`config.mk`:
```
export PLATFORM = sky130hd
export DESIGN_NAME = box_pixel_gen
export DESIGN_NICKNAME = d
export VERILOG_FILES = /design/src/rtl/vga_pkg.sv /design/src/rtl/box_motion.sv /design/src/rtl/box_pixel_gen.sv
export SDC_FILE = /design/constraint.sdc
export NUM_CORES = 1
export LEC_CHECK = 0
export BUFFER_PORTS_ARGS = -buffer_cell sky130_fd_sc_hd__buf_2
export CORE_MARGIN = 2
export CORE_UTILIZATION = 35
export CTS_CLUSTER_SIZE = 12
export DETAILED_ROUTE_END_ITERATION = 7
export GPL_TIMING_DRIVEN = 0
export PLACE_DENSITY = 0.59
export SLEW_MARGIN = 20
export SYNTH_ARGS = -nofsm -noshare
export SYNTH_HDL_FRONTEND = slang
export SYNTH_HIERARCHICAL = 1
export SYNTH_SLANG_ARGS = --single-unit
```
`constraint.sdc`:
```
create_clock -name clock -period 2.25 [get_ports clock]
set_input_delay 0.1125 -clock clock [delete_from_list [all_inputs] [get_ports clock]]
set_output_delay 0.1125 -clock clock [all_outputs]
set_load 0.05 [all_outputs]
```
`src/rtl/vga_pkg.sv`:
```
// vga_pkg: shared timing constants, colour palette and box-axis step helper
package vga_pkg;
    localparam int H_VISIBLE = 640;
    localparam int V_VISIBLE = 480;
    localparam int R_W = 3;
    localparam int G_W = 3;
    localparam int B_W = 2;
    localparam int RGB_W = R_W + G_W + B_W;
    localparam logic [RGB_W-1:0] BG_COLOR = 8'h00;
    localparam logic [RGB_W-1:0] BORDER_COLOR = 8'hFF;
    // index 0 is the LSB slot: red, green, blue, yellow
    localparam logic [3:0][RGB_W-1:0] PALETTE = {8'hFC, 8'h03, 8'h1C, 8'hE0};

    // returns {bounce, neg_next, pos_next} for one frame step on one axis
    function automatic logic [11:0] axis_step(input logic [9:0] pos, input logic neg,
                                              input int max_pos, input int speed);
        logic [10:0] p, s, m;
        p = {1'b0, pos};
        s = 11'(speed);
        m = 11'(max_pos);
        if (!neg)
            axis_step = (p + s >= m) ? {2'b11, m[9:0]} : {2'b00, pos + s[9:0]};
        else
            axis_step = (p <= s) ? {2'b10, 10'd0} : {2'b01, pos - s[9:0]};
    endfunction
endpackage

```
`src/rtl/box_motion.sv`:
```
// box_motion: per-frame box position, bounce directions and colour index
module box_motion #(
    parameter int MAX_X = 608,
    parameter int MAX_Y = 448,
    parameter int SPEED = 2
)(
    input  logic       clock,
    input  logic       reset,
    input  logic       tick,
    output logic [9:0] box_x,
    output logic [9:0] box_y,
    output logic [1:0] color_idx
);
    import vga_pkg::*;

    logic neg_x, neg_y;
    logic [11:0] nx, ny;

    always_comb begin
        nx = axis_step(box_x, neg_x, MAX_X, SPEED);
        ny = axis_step(box_y, neg_y, MAX_Y, SPEED);
    end

    // a corner hit bounces both axes but advances the colour only once
    always_ff @(posedge clock) begin
        if (reset) begin
            box_x <= '0;
            box_y <= '0;
            neg_x <= 1'b0;
            neg_y <= 1'b0;
            color_idx <= '0;
        end else if (tick) begin
            box_x <= nx[9:0];
            box_y <= ny[9:0];
            neg_x <= nx[10];
            neg_y <= ny[10];
            color_idx <= color_idx + 2'(nx[11] | ny[11]);
        end
    end
endmodule

```
`src/rtl/box_pixel_gen.sv`:
```
// box_pixel_gen: bouncing square plus white border, RGB and syncs aligned
// through a 2-stage pipeline behind the VGA sync controller
module box_pixel_gen #(
    parameter int H_VISIBLE = 640,
    parameter int V_VISIBLE = 480,
    parameter int BOX_SIZE = 32,
    parameter int SPEED = 2,
    parameter int SYNC_ACTIVE_LOW = 1
)(
    input  logic       clock,
    input  logic       reset,
    input  logic       hs_in,
    input  logic       vs_in,
    input  logic [9:0] x,
    input  logic [9:0] y,
    input  logic       video,
    output logic       hs_out,
    output logic       vs_out,
    output logic [7:0] rgb
);
    import vga_pkg::*;

    localparam logic ACT = (SYNC_ACTIVE_LOW != 0) ? 1'b0 : 1'b1;
    localparam logic IDLE = ~ACT;

    logic video_d, hs_d, vs_d, in_box, on_border, armed, tick;
    logic box_hit, border_hit;
    logic [9:0] box_x, box_y;
    logic [1:0] color_idx;
    logic [10:0] xe, ye, bx, by;

    // vs_d doubles as the stage-1 vs copy and the edge-detect history;
    // armed suppresses a false edge when vs is already active at reset release
    assign tick = armed && vs_in == ACT && vs_d == IDLE;

    always_comb begin
        xe = {1'b0, x};
        ye = {1'b0, y};
        bx = {1'b0, box_x};
        by = {1'b0, box_y};
        box_hit = xe >= bx && xe < bx + 11'(BOX_SIZE) && ye >= by && ye < by + 11'(BOX_SIZE);
        border_hit = x == 10'(H_VISIBLE-1) || x == 10'd0 || y == 10'd0 || y == 10'(V_VISIBLE-1);
    end

    box_motion #(
        .MAX_X(H_VISIBLE - BOX_SIZE),
        .MAX_Y(V_VISIBLE - BOX_SIZE),
        .SPEED(SPEED)
    ) u_motion (
        .clock(clock),
        .reset(reset),
        .tick(tick),
        .box_x(box_x),
        .box_y(box_y),
        .color_idx(color_idx)
    );

    always_ff @(posedge clock) begin
        if (reset) begin
            video_d <= 1'b0;
            hs_d <= IDLE;
            vs_d <= IDLE;
            in_box <= 1'b0;
            on_border <= 1'b0;
            armed <= 1'b0;
        end else begin
            video_d <= video;
            hs_d <= hs_in;
            vs_d <= vs_in;
            in_box <= box_hit;
            on_border <= border_hit;
            armed <= 1'b1;
        end
    end

    always_ff @(posedge clock) begin
        if (reset) begin
            rgb <= 8'h00;
            hs_out <= IDLE;
            vs_out <= IDLE;
        end else begin
            rgb <= !video_d ? 8'h00 : on_border ? BORDER_COLOR : in_box ? PALETTE[color_idx] : BG_COLOR;
            hs_out <= hs_d;
            vs_out <= vs_d;
        end
    end
endmodule

```
Yosys cells after proc, flatten, opt, wreduce, memory -nomap -nowiden
Index checks and enable logic that the tools add are counted.
{"block": "word_totals", "ff_bits": 40, "output_inout_bits": 10, "in_bits": 25}
{"block": "op_classes", "n_reduce_logical": 11, "eq_ne": 2, "n_addsub": 9, "magnitude_cmp": 9, "bitwise_logic": 3, "muxes": 11}
{"operator": "12-bit 2-to-1 mux", "count": 6}
{"operator": "8-bit 2-to-1 mux", "count": 3}
{"operator": "10-bit by 2-bit adder with 11-bit output (second input constant)", "count": 2}
{"operator": "10-bit by 6-bit adder with 11-bit output (second input constant)", "count": 2}
{"operator": "10-bit by 11-bit less-than comparator with 1-bit output", "count": 2}
{"operator": "10-bit by 2-bit adder with 10-bit output (second input constant)", "count": 2}
{"operator": "10-bit greater-or-equal comparator", "count": 2}
{"operator": "10-bit by 2-bit less-or-equal comparator with 1-bit output (second input constant)", "count": 2}
{"operator": "10-bit zero test", "count": 2}
{"operator": "10-bit by 2-bit subtractor with 10-bit output (second input constant)", "count": 2}
{"operator": "8-bit binary-select mux with 2-bit select", "count": 1}
{"operator": "11-bit by 10-bit greater-or-equal comparator with 1-bit output (second input constant)", "count": 1}
{"operator": "11-bit by 9-bit greater-or-equal comparator with 1-bit output (second input constant)", "count": 1}
{"operator": "10-bit == test (second input constant)", "count": 1}
{"operator": "10-bit by 9-bit == test with 1-bit output (second input constant)", "count": 1}
{"operator": "1-bit logical AND", "count": 5}
{"operator": "1-bit logical OR", "count": 3}
{"operator": "2-bit by 3-bit less-than comparator with 1-bit output (second input constant)", "count": 1}
{"operator": "2-bit adder", "count": 1}
{"operator": "1-bit inverter", "count": 2}
{"operator": "2-bit OR reduction", "count": 1}
{"operator": "1-bit 2-to-1 mux", "count": 1}
{"operator": "1-bit OR", "count": 1}

Logic depth before layout (Yosys ltp)
Gate-level depths: netlist of the first run.
{"block": "logic_depth", "word_depth": 6, "depth_mapped": 11}

Hierarchy
Netlist of the first run, hierarchy kept.
{"module": "box_motion", "seq_area_each_um2": 440.4, "instances": 1, "area_each_um2": 1826.8, "cells_per_inst": 251}
{"module": "box_pixel_gen", "seq_area_each_um2": 220.2, "instances": 1, "area_each_um2": 1331.3, "cells_per_inst": 165}

Worst setup path before layout of the first run
Ideal clock, no wire load.
{"block": "synth_path", "path_kind": "register to register", "start": "register u_motion.box_y[1]", "end": "register u_motion.color_idx[0]", "arrival_ns": 2.228, "setup_time_ns": 0.128, "stages_incl_launch_ff": 10, "synth_period_minus_slack_ns": 2.355, "n_path_buf": 0, "required_time_ns": 2.122, "setup_slack_ns": -0.105, "cell_sequence": "dfxtp_1 ha_1 nand4_1 o41a_1 a311o_1 o21ai_2 nand2b_1 ha_1 mux2i_1 nor2_1"}
{"block": "synth_via", "elab_chain_len": 6}
{"element": "from (decl)", "line": "box_motion.sv:11", "source": "output logic [9:0] box_y,"}
{"element": "from (signal assigned)", "line": "box_motion.sv:34", "source": "box_y <= ny[9:0];"}
{"element": "10-bit by 2-bit adder with 11-bit output", "line": "vga_pkg.sv:22", "source": "axis_step = (p + s >= m) ? {2'b11, m[9:0]} : {2'b00, pos + s[9:0]};"}
{"element": "11-bit by 9-bit greater-or-equal comparator with 1-bit output", "line": "vga_pkg.sv:22"}
{"element": "12-bit 2-to-1 mux", "line": "vga_pkg.sv:22"}
{"element": "12-bit 2-to-1 mux *", "line": "vga_pkg.sv:21", "source": "if (!neg)"}
{"element": "1-bit OR *", "line": "box_motion.sv:37", "source": "color_idx <= color_idx + 2'(nx[11] | ny[11]);"}
{"element": "2-bit adder *", "line": "box_motion.sv:37"}
{"element": "to (signal assigned)", "line": "box_motion.sv:37"}
{"element": "to (decl)", "line": "box_motion.sv:12", "source": "output logic [1:0] color_idx"}
Every way passes the cells marked *; elsewhere a longest branch is shown, timed or not.
A chain may end at the register's enable or synchronous reset.

Final worst setup path of the first run
{"block": "layout_path", "start": "register u_motion.box_y[8]", "end": "register u_motion.color_idx[0]"}
The elaborated chain is that of the path after synthesis.

==> flow_metrics.py, run 1 <==
metrics = {
    "timing": {
        "relSlewSlack_pct": 53.0,
        "setup_violations": 0,
        "worst_pin_slew_ps": 702,
        "worst_hold_slack_ps": 9.22,
        "fin_crit_sh_pct": 96.8,
        "hold_viol": 0,
        "skew_ps": 14.5,
        "finalSetupTns_ps": 0,
        "fin_crit_ps": 2180,
        "finalMaxSlewViolations": 0,
        "layout_setup_ws_ps": 71.2,
        "grt_setup_unrepaired": "true",
        "fmax_mhz": 459,
    },
    "power": {
        "p_leak_nw": 1.52,
        "power_frac_clock_pct": 38.8,
        "peakVddDrop_v": 0.000235,
        "p_sw_share_pct": 29.9,
        "seqPwrFrac_pct": 35.5,
        "power_density_mw_per_mm2": 455,
        "combPwrFrac_pct": 25.7,
        "switching_power_mw": 0.532,
        "internal_power_mw": 1.24,
    },
    "critical_path": {
        "arrival_ps": 2340,
        "critical_path.slowest_cell": "o41a_1",
        "cp-start-kind": "flip-flop",
        "cp.required_ps": 2410,
        "worst-path-max-fanout": 11,
        "critical_path_class": "reg -> reg",
        "cp_cell_sequence": "inv_1, o41a_1, a311o_2, o21ai_2, nand2b_1, ha_2, mux2i_1, nor2_1",
        "endpoint_kind": "flip-flop",
        "slowest_delay_ps": 440,
        "critPathTopFamily": "compound AO/OA/AOI/OAI gates",
        "crit_cells": 8,
        "reg2reg_depth": 8,
        "worst-path-buf-inv": 1,
    },
    "cts": {
        "cts_sinks": 33,
        "htreeDepth": 2,
        "cts-root-buf": "clkbuf_8",
        "numCtsBuffers": 5,
        "postCtsHoldBufs": 0,
        "clk_pin_slew_ps": 70,
        "cts_tree": "done",
        "clock_latency_ps": 290,
        "clk_path_buf_depth": 2,
    },
    "layout": {
        "finalInstanceArea_mm2": 0.00390,
        "diodes": 0,
        "final_core_util_pct": 44.8,
        "drive_above_1_share_pct": 26.4,
        "area_growth_syn_to_layout_pct": 23.6,
        "nNetsFinal": 537,
    },
    "drt": {
        "vias": 3221,
        "drtPass1Iterations": 4,
        "wl_per_cell_um": 14.5,
        "viasPerCell": 5.54,
        "drc_errors": 0,
        "first_iter_violations": 277,
        "routed_wl_mm": 8.44,
        "antenna_left": 0,
    },
    "placed_design": {
        "place_hpwl_mm": 6.17,
        "dp_slack_ps": -348,
        "post_dp_cell_area_mm2": 0.00347,
        "place.gp.congestion": 0.917,
        "port_buffers": 34,
    },
    "global_routing": {
        "grt_pass1_vias": 3142,
        "grt_pass1_wl_mm": 14.7,
        "grt_usage_pct": 17.9,
        "grt_start_max_net_pins": 14,
        "antenna_found_initial": 0,
        "gr-total-overflow": 0,
    },
    "die": {
        "start_util_pct": 36.2,
        "die_x_um": 99.0,
        "core-area_mm2": 0.00872,
        "die_h_um": 99.0,
        "fp-row-count": 34,
        "die_area_mm2": 0.00980,
        "pin_count": 35,
    },
    "synth": {
        "synth-edff-count": 0,
        "ys_seq_area_share_pct": 20.9,
        "synthArstFlopShare_pct": 0,
        "netlist_area_mm2": 0.00316,
        "ys_types": 64,
        "yosys_warnings": 6,
        "ys_seq_elements": 33,
        "syn_avg_cell_area_um2": 7.59,
        "synthFlopType": "dfxtp_1",
        "syn_inst": 416,
    },
    "worst_hold_path": {
        "hold_depth": 2,
        "hold_path.class": "in -> reg",
    },
    "status": {
        "outcome": "finished clean",
    },
    "job": {
        "cap_violations": 0,
    },
}
[repair_timing]
| item | in CTS | in global routing |
|---|---|---|
| gates resized for setup | 37 | 22 |
| setup endpoints to repair | 3 | 6 |
| setup buffers | 11 | 7 |
| pin swaps | 6 | 11 |
[logic make-up after synthesis]
logic type	count (synthesis)	share of synthesized area [%]
AND/OR/NAND/NOR	150	25.2
flip-flops	33	20.9
multiplexers	6	1.94
AO/OA/AOI/OAI	106	22.6
buffers and inverters	65	9.27
other	1	0.119
XOR/XNOR	15	4.16
adder cells (fa/ha/maj)	40	15.8
[power by group through the flow]
stage	registers, mW	logic [mW]	clock network [mW]
finish	0.631	0.456	0.689
global route	0.637	0.516	0.744
CTS	0.630	0.436	0.708
detailed placement	0.649	0.415	0
global placement	0.648	0.408	0
floorplan	0.645	0.299	0
[through the flow]
step | power [mW] | std cells
floorplan | 0.943 | 417
global placement | 1.06 | 559
detailed placement | 1.06 | 559
CTS | 1.77 | 575
global route | 1.90 | 581
finish | 1.78 | 581
[final cells by class]
class / count / area (µm²)
Multi-Input combinational cell: 319 / 2340
Tap cell: 108 / 135
Timing Repair Buffer: 52 / 305
Clock inverter: 3 / 68.8
Clock buffer: 5 / 68.8
Sequential cell: 33 / 698
Fill cell: 891 / 4820
Buffer: 24 / 146
Inverter: 37 / 139
[synth_stat cells, drive strengths merged, types with 3 or more instances]
| cell | count | area (µm²) |
|---|---|---|
| o22ai | 3 | 18.8 |
| nand2b | 8 | 50.1 |
| a211oi | 7 | 52.6 |
| nand2 | 16 | 60.1 |
| clkbuf | 12 | 45.0 |
| o21a | 3 | 22.5 |
| nand4 | 11 | 75.1 |
| xnor2 | 13 | 114 |
| a22oi | 4 | 30.0 |
| mux2i | 5 | 50.1 |
| inv | 37 | 139 |
| nor3b | 3 | 22.5 |
| nand3 | 14 | 70.1 |
| and3 | 4 | 25.0 |
| a31oi | 6 | 37.5 |
| a311o | 3 | 31.3 |
| a21oi | 26 | 130 |
| dfxtp | 33 | 661 |
| nor2 | 43 | 164 |
| a32oi | 5 | 43.8 |
| nor4 | 9 | 62.6 |
| nor2b | 9 | 56.3 |
| or2 | 6 | 37.5 |
| o211ai | 7 | 52.6 |
| ha | 40 | 500 |
| o21ai | 22 | 118 |
| buf | 16 | 109 |
| a2111oi | 3 | 26.3 |
| nor3 | 18 | 101 |
[worst paths after layout]
check / start / end / slack (ps)
worst min register to register: hs_d$_SDFF_PP1_ / hs_out$_SDFF_PP1_ / 420
worst min-delay path: hs_in / hs_d$_SDFF_PP1_ / 9
worst max register to register: u_motion/box_y[8]$_SDFFE_PP0P_ / u_motion/color_idx[0]$_SDFFE_PP0P_ / 70
worst max-delay path: u_motion/box_y[8]$_SDFFE_PP0P_ / u_motion/color_idx[0]$_SDFFE_PP0P_ / 70
[state kept, by name, summed over array words and instances, names as in the netlist, 2 cells and up]
signal / cells
rgb: 3
u_motion/box_x: 9
u_motion/color_idx: 2
u_motion/box_y: 9
[per-layer routing]
metal	GRT usage, %	part of all wire, %	vias to the layer above
li1	-	-	1618
met1	23.8	48	1530
met2	31.0	48	67
met3	2.91	3.9	6
met4	3.16	0.68	0
met5	0	0	-
[cells in the final DEF (no fill, tap or decap), types with 6 or more instances in the layout]
cell      Yosys  layout
nor2_1       42      42
ha_1         40      36
buf_2         6      36
inv_1        35      33
a21oi_1      26      26
buf_4         7      26
dfxtp_1      33      19
o21ai_0      18      18
nor3_1       17      14
nand3_1      14      13
xnor2_1      13      13
nand2_1      16      13
nand4_1      10      10
nor2b_1       9       9
clkbuf_1     12       9
nand2b_1      8       8
nor4_1        8       8
dfxtp_4       0       8
o211ai_1      7       7
a211oi_1      7       6
a31oi_1       6       6
dfxtp_2       0       6
(Power assumes the default switching activity.)
==> run 2, diff against run 1 <==
--- a/config.mk
+++ b/config.mk
@@ -8,10 +8,11 @@
 export BUFFER_PORTS_ARGS = -buffer_cell sky130_fd_sc_hd__buf_2
 export CORE_MARGIN = 2
 export CORE_UTILIZATION = 35
+export CTS_CLUSTER_DIAMETER = 30
 export CTS_CLUSTER_SIZE = 12
 export DETAILED_ROUTE_END_ITERATION = 7
 export GPL_TIMING_DRIVEN = 0
-export PLACE_DENSITY = 0.59
+export PLACE_DENSITY = 0.57
 export SLEW_MARGIN = 20
 export SYNTH_ARGS = -nofsm -noshare
 export SYNTH_HDL_FRONTEND = slang
==> constraint.sdc (replaced) <==
create_clock -name clock -period 2.3 [get_ports clock]
set_input_delay 0.115 -clock clock [delete_from_list [all_inputs] [get_ports clock]]
set_output_delay 0.115 -clock clock [all_outputs]
set_load 0.005 [all_outputs]
==> flow_metrics.py, run 2 (synthesis results as in run 1) <==
metrics = {
    "status": {
        "outcome": "finished clean",
    },
    "layout": {
        "drive_above_1_share_pct": 22.7,
        "n_fill_cell": 890,
        "area_growth_syn_to_layout_pct": 20.2,
        "final_cell_mix": "nor2_1 (42), ha_1 (37), inv_1 (35), buf_2 (35), a21oi_1 (26)",
        "nNetsFinal": 530,
        "finalInstanceArea_mm2": 0.00379,
        "diodes": 0,
        "reg_top3": "u_motion/box_x: 9 flops, u_motion/box_y: 9 flops, rgb: 3 flops",
        "final_common_cell": "nor2_1",
    },
    "die": {
        "pin_count": 35,
        "start_util_pct": 36.2,
        "fp-row-count": 34,
        "core-area_mm2": 0.00872,
        "die_h_um": 99.0,
        "die_x_um": 99.0,
        "die_area_mm2": 0.00980,
    },
    "placed_design": {
        "place.gp.congestion": 0.916,
        "dp_slack_ps": -322,
        "port_buffers": 34,
        "place_hpwl_mm": 6.31,
        "post_dp_cell_area_mm2": 0.00347,
    },
    "critical_path": {
        "critical_path_class": "reg -> reg",
        "cp.required_ps": 2460,
        "arrival_ps": 2450,
        "cp-start-kind": "flip-flop",
        "worst-path-max-fanout": 10,
        "endpoint_kind": "flip-flop",
    },
    "timing": {
        "fin_crit_sh_pct": 99.7,
        "worst_hold_slack_ps": 11.4,
        "setup_violations": 0,
        "fin_crit_ps": 2290,
        "relSlewSlack_pct": 56.6,
        "worst_pin_slew_ps": 649,
        "skew_ps": 18.3,
        "grt_setup_unrepaired": "true",
        "fmax_mhz": 436,
        "layout_setup_ws_ps": 7.07,
        "hold_viol": 0,
        "finalMaxSlewViolations": 0,
        "finalSetupTns_ps": 0,
    },
    "cts": {
        "clock_latency_ps": 290,
        "cts_tree": "done",
        "cts-root-buf": "clkbuf_8",
        "clk_pin_slew_ps": 80,
        "numCtsBuffers": 5,
        "htreeDepth": 2,
        "cts_sinks": 33,
        "clk_path_buf_depth": 2,
    },
    "power": {
        "peakVddDrop_v": 0.000211,
        "power_density_mw_per_mm2": 427,
        "power_mw": 1.62,
        "p_leak_nw": 1.46,
    },
    "global_routing": {
        "grt_usage_pct": 17.7,
        "antenna_found_initial": 0,
        "grt_pass1_vias": 3080,
        "grt_start_max_net_pins": 14,
        "gr-total-overflow": 0,
        "grt_pass1_wl_mm": 14.4,
    },
    "drt": {
        "drc_errors": 0,
        "wl_per_cell_um": 14.9,
        "antenna_left": 0,
        "vias": 3200,
        "drtPass1Iterations": 5,
        "viasPerCell": 5.57,
        "first_iter_violations": 184,
        "routed_wl_mm": 8.55,
    },
    "job": {
        "cap_violations": 0,
    },
    "worst_hold_path": {
        "hold_path.class": "in -> reg",
    },
}
run 2: cell types whose count changed in the layout (fill, tap and decap cells not counted), sizes merged:
cell,delta
buf,-10
clkbuf,+3
bufinv,-1
clkinv,+1
clkinvlp,+1
inv,-1
run 2: what timing repair did:
action / 4_1_cts / 5_1_grt
pin swaps: 2 / 4
setup buffers: 6 / 3
hold buffers: 0 / 0
resized for setup: 25 / 18
setup endpoints to repair: 2 / 5
run 2: power by group:
| part | internal, mW | switching, mW |
|---|---|---|
| combinational | 0.189 | 0.246 |
| sequential | 0.590 | 0.0286 |
| clock | 0.324 | 0.242 |
| total | 1.10 | 0.517 |
run 2: metrics by stage:
stage	cells	util, %
2_1_floorplan	417	-
3_3_place_gp	559	39.8
3_5_place_dp	559	39.8
4_1_cts	571	42.6
5_1_grt	574	43.5
6_report	574	43.5
run 2: routing by layer:
metal / routed length (µm) / up-vias / GRT usage (%)
met2: 4080 / 90 / 30.3
li1: - / 1601 / -
met3: 468 / 8 / 2.77
met1: 3910 / 1501 / 23.1
met4: 89 / 0 / 4.53
met5: 0 / - / 0
run 2: path summary, 6_finish.rpt:
path | from | endpoint | slack [ps] | cells after the start
min | hs_in | hs_d$_SDFF_PP1_ | 10 | 2
max reg2reg | u_motion/box_y[4]$_SDFFE_PP0P_ | u_motion/color_idx[0]$_SDFFE_PP0P_ | 7 | 10
min reg2reg | hs_d$_SDFF_PP1_ | hs_out$_SDFF_PP1_ | 410 | 1
max | u_motion/box_y[4]$_SDFFE_PP0P_ | u_motion/color_idx[0]$_SDFFE_PP0P_ | 7 | 10
run 2: cell type report:
cell class              count  area [µm²]  share of cell area (%)
clock buffers               5        68.8                    1.81
inverters                  37         139                    3.66
clock inverters             3        46.3                    1.22
flip-flops and latches     33         688                    18.1
repair buffers             43         238                    6.26
plain buffers              26         160                    4.22
well taps                 108         135                    3.56
multi-input cells         319        2320                    61.1
run 2: critical path, stage by stage, from the launching register on:
cell	delay [ps]
dfxtp_2	340
buf_6	130
and4_4	190
buf_6	120
o41a_1	300
a311o_2	360
o21ai_2	160
nand2b_1	100
ha_1	280
mux2i_1	140
nor2_1	50
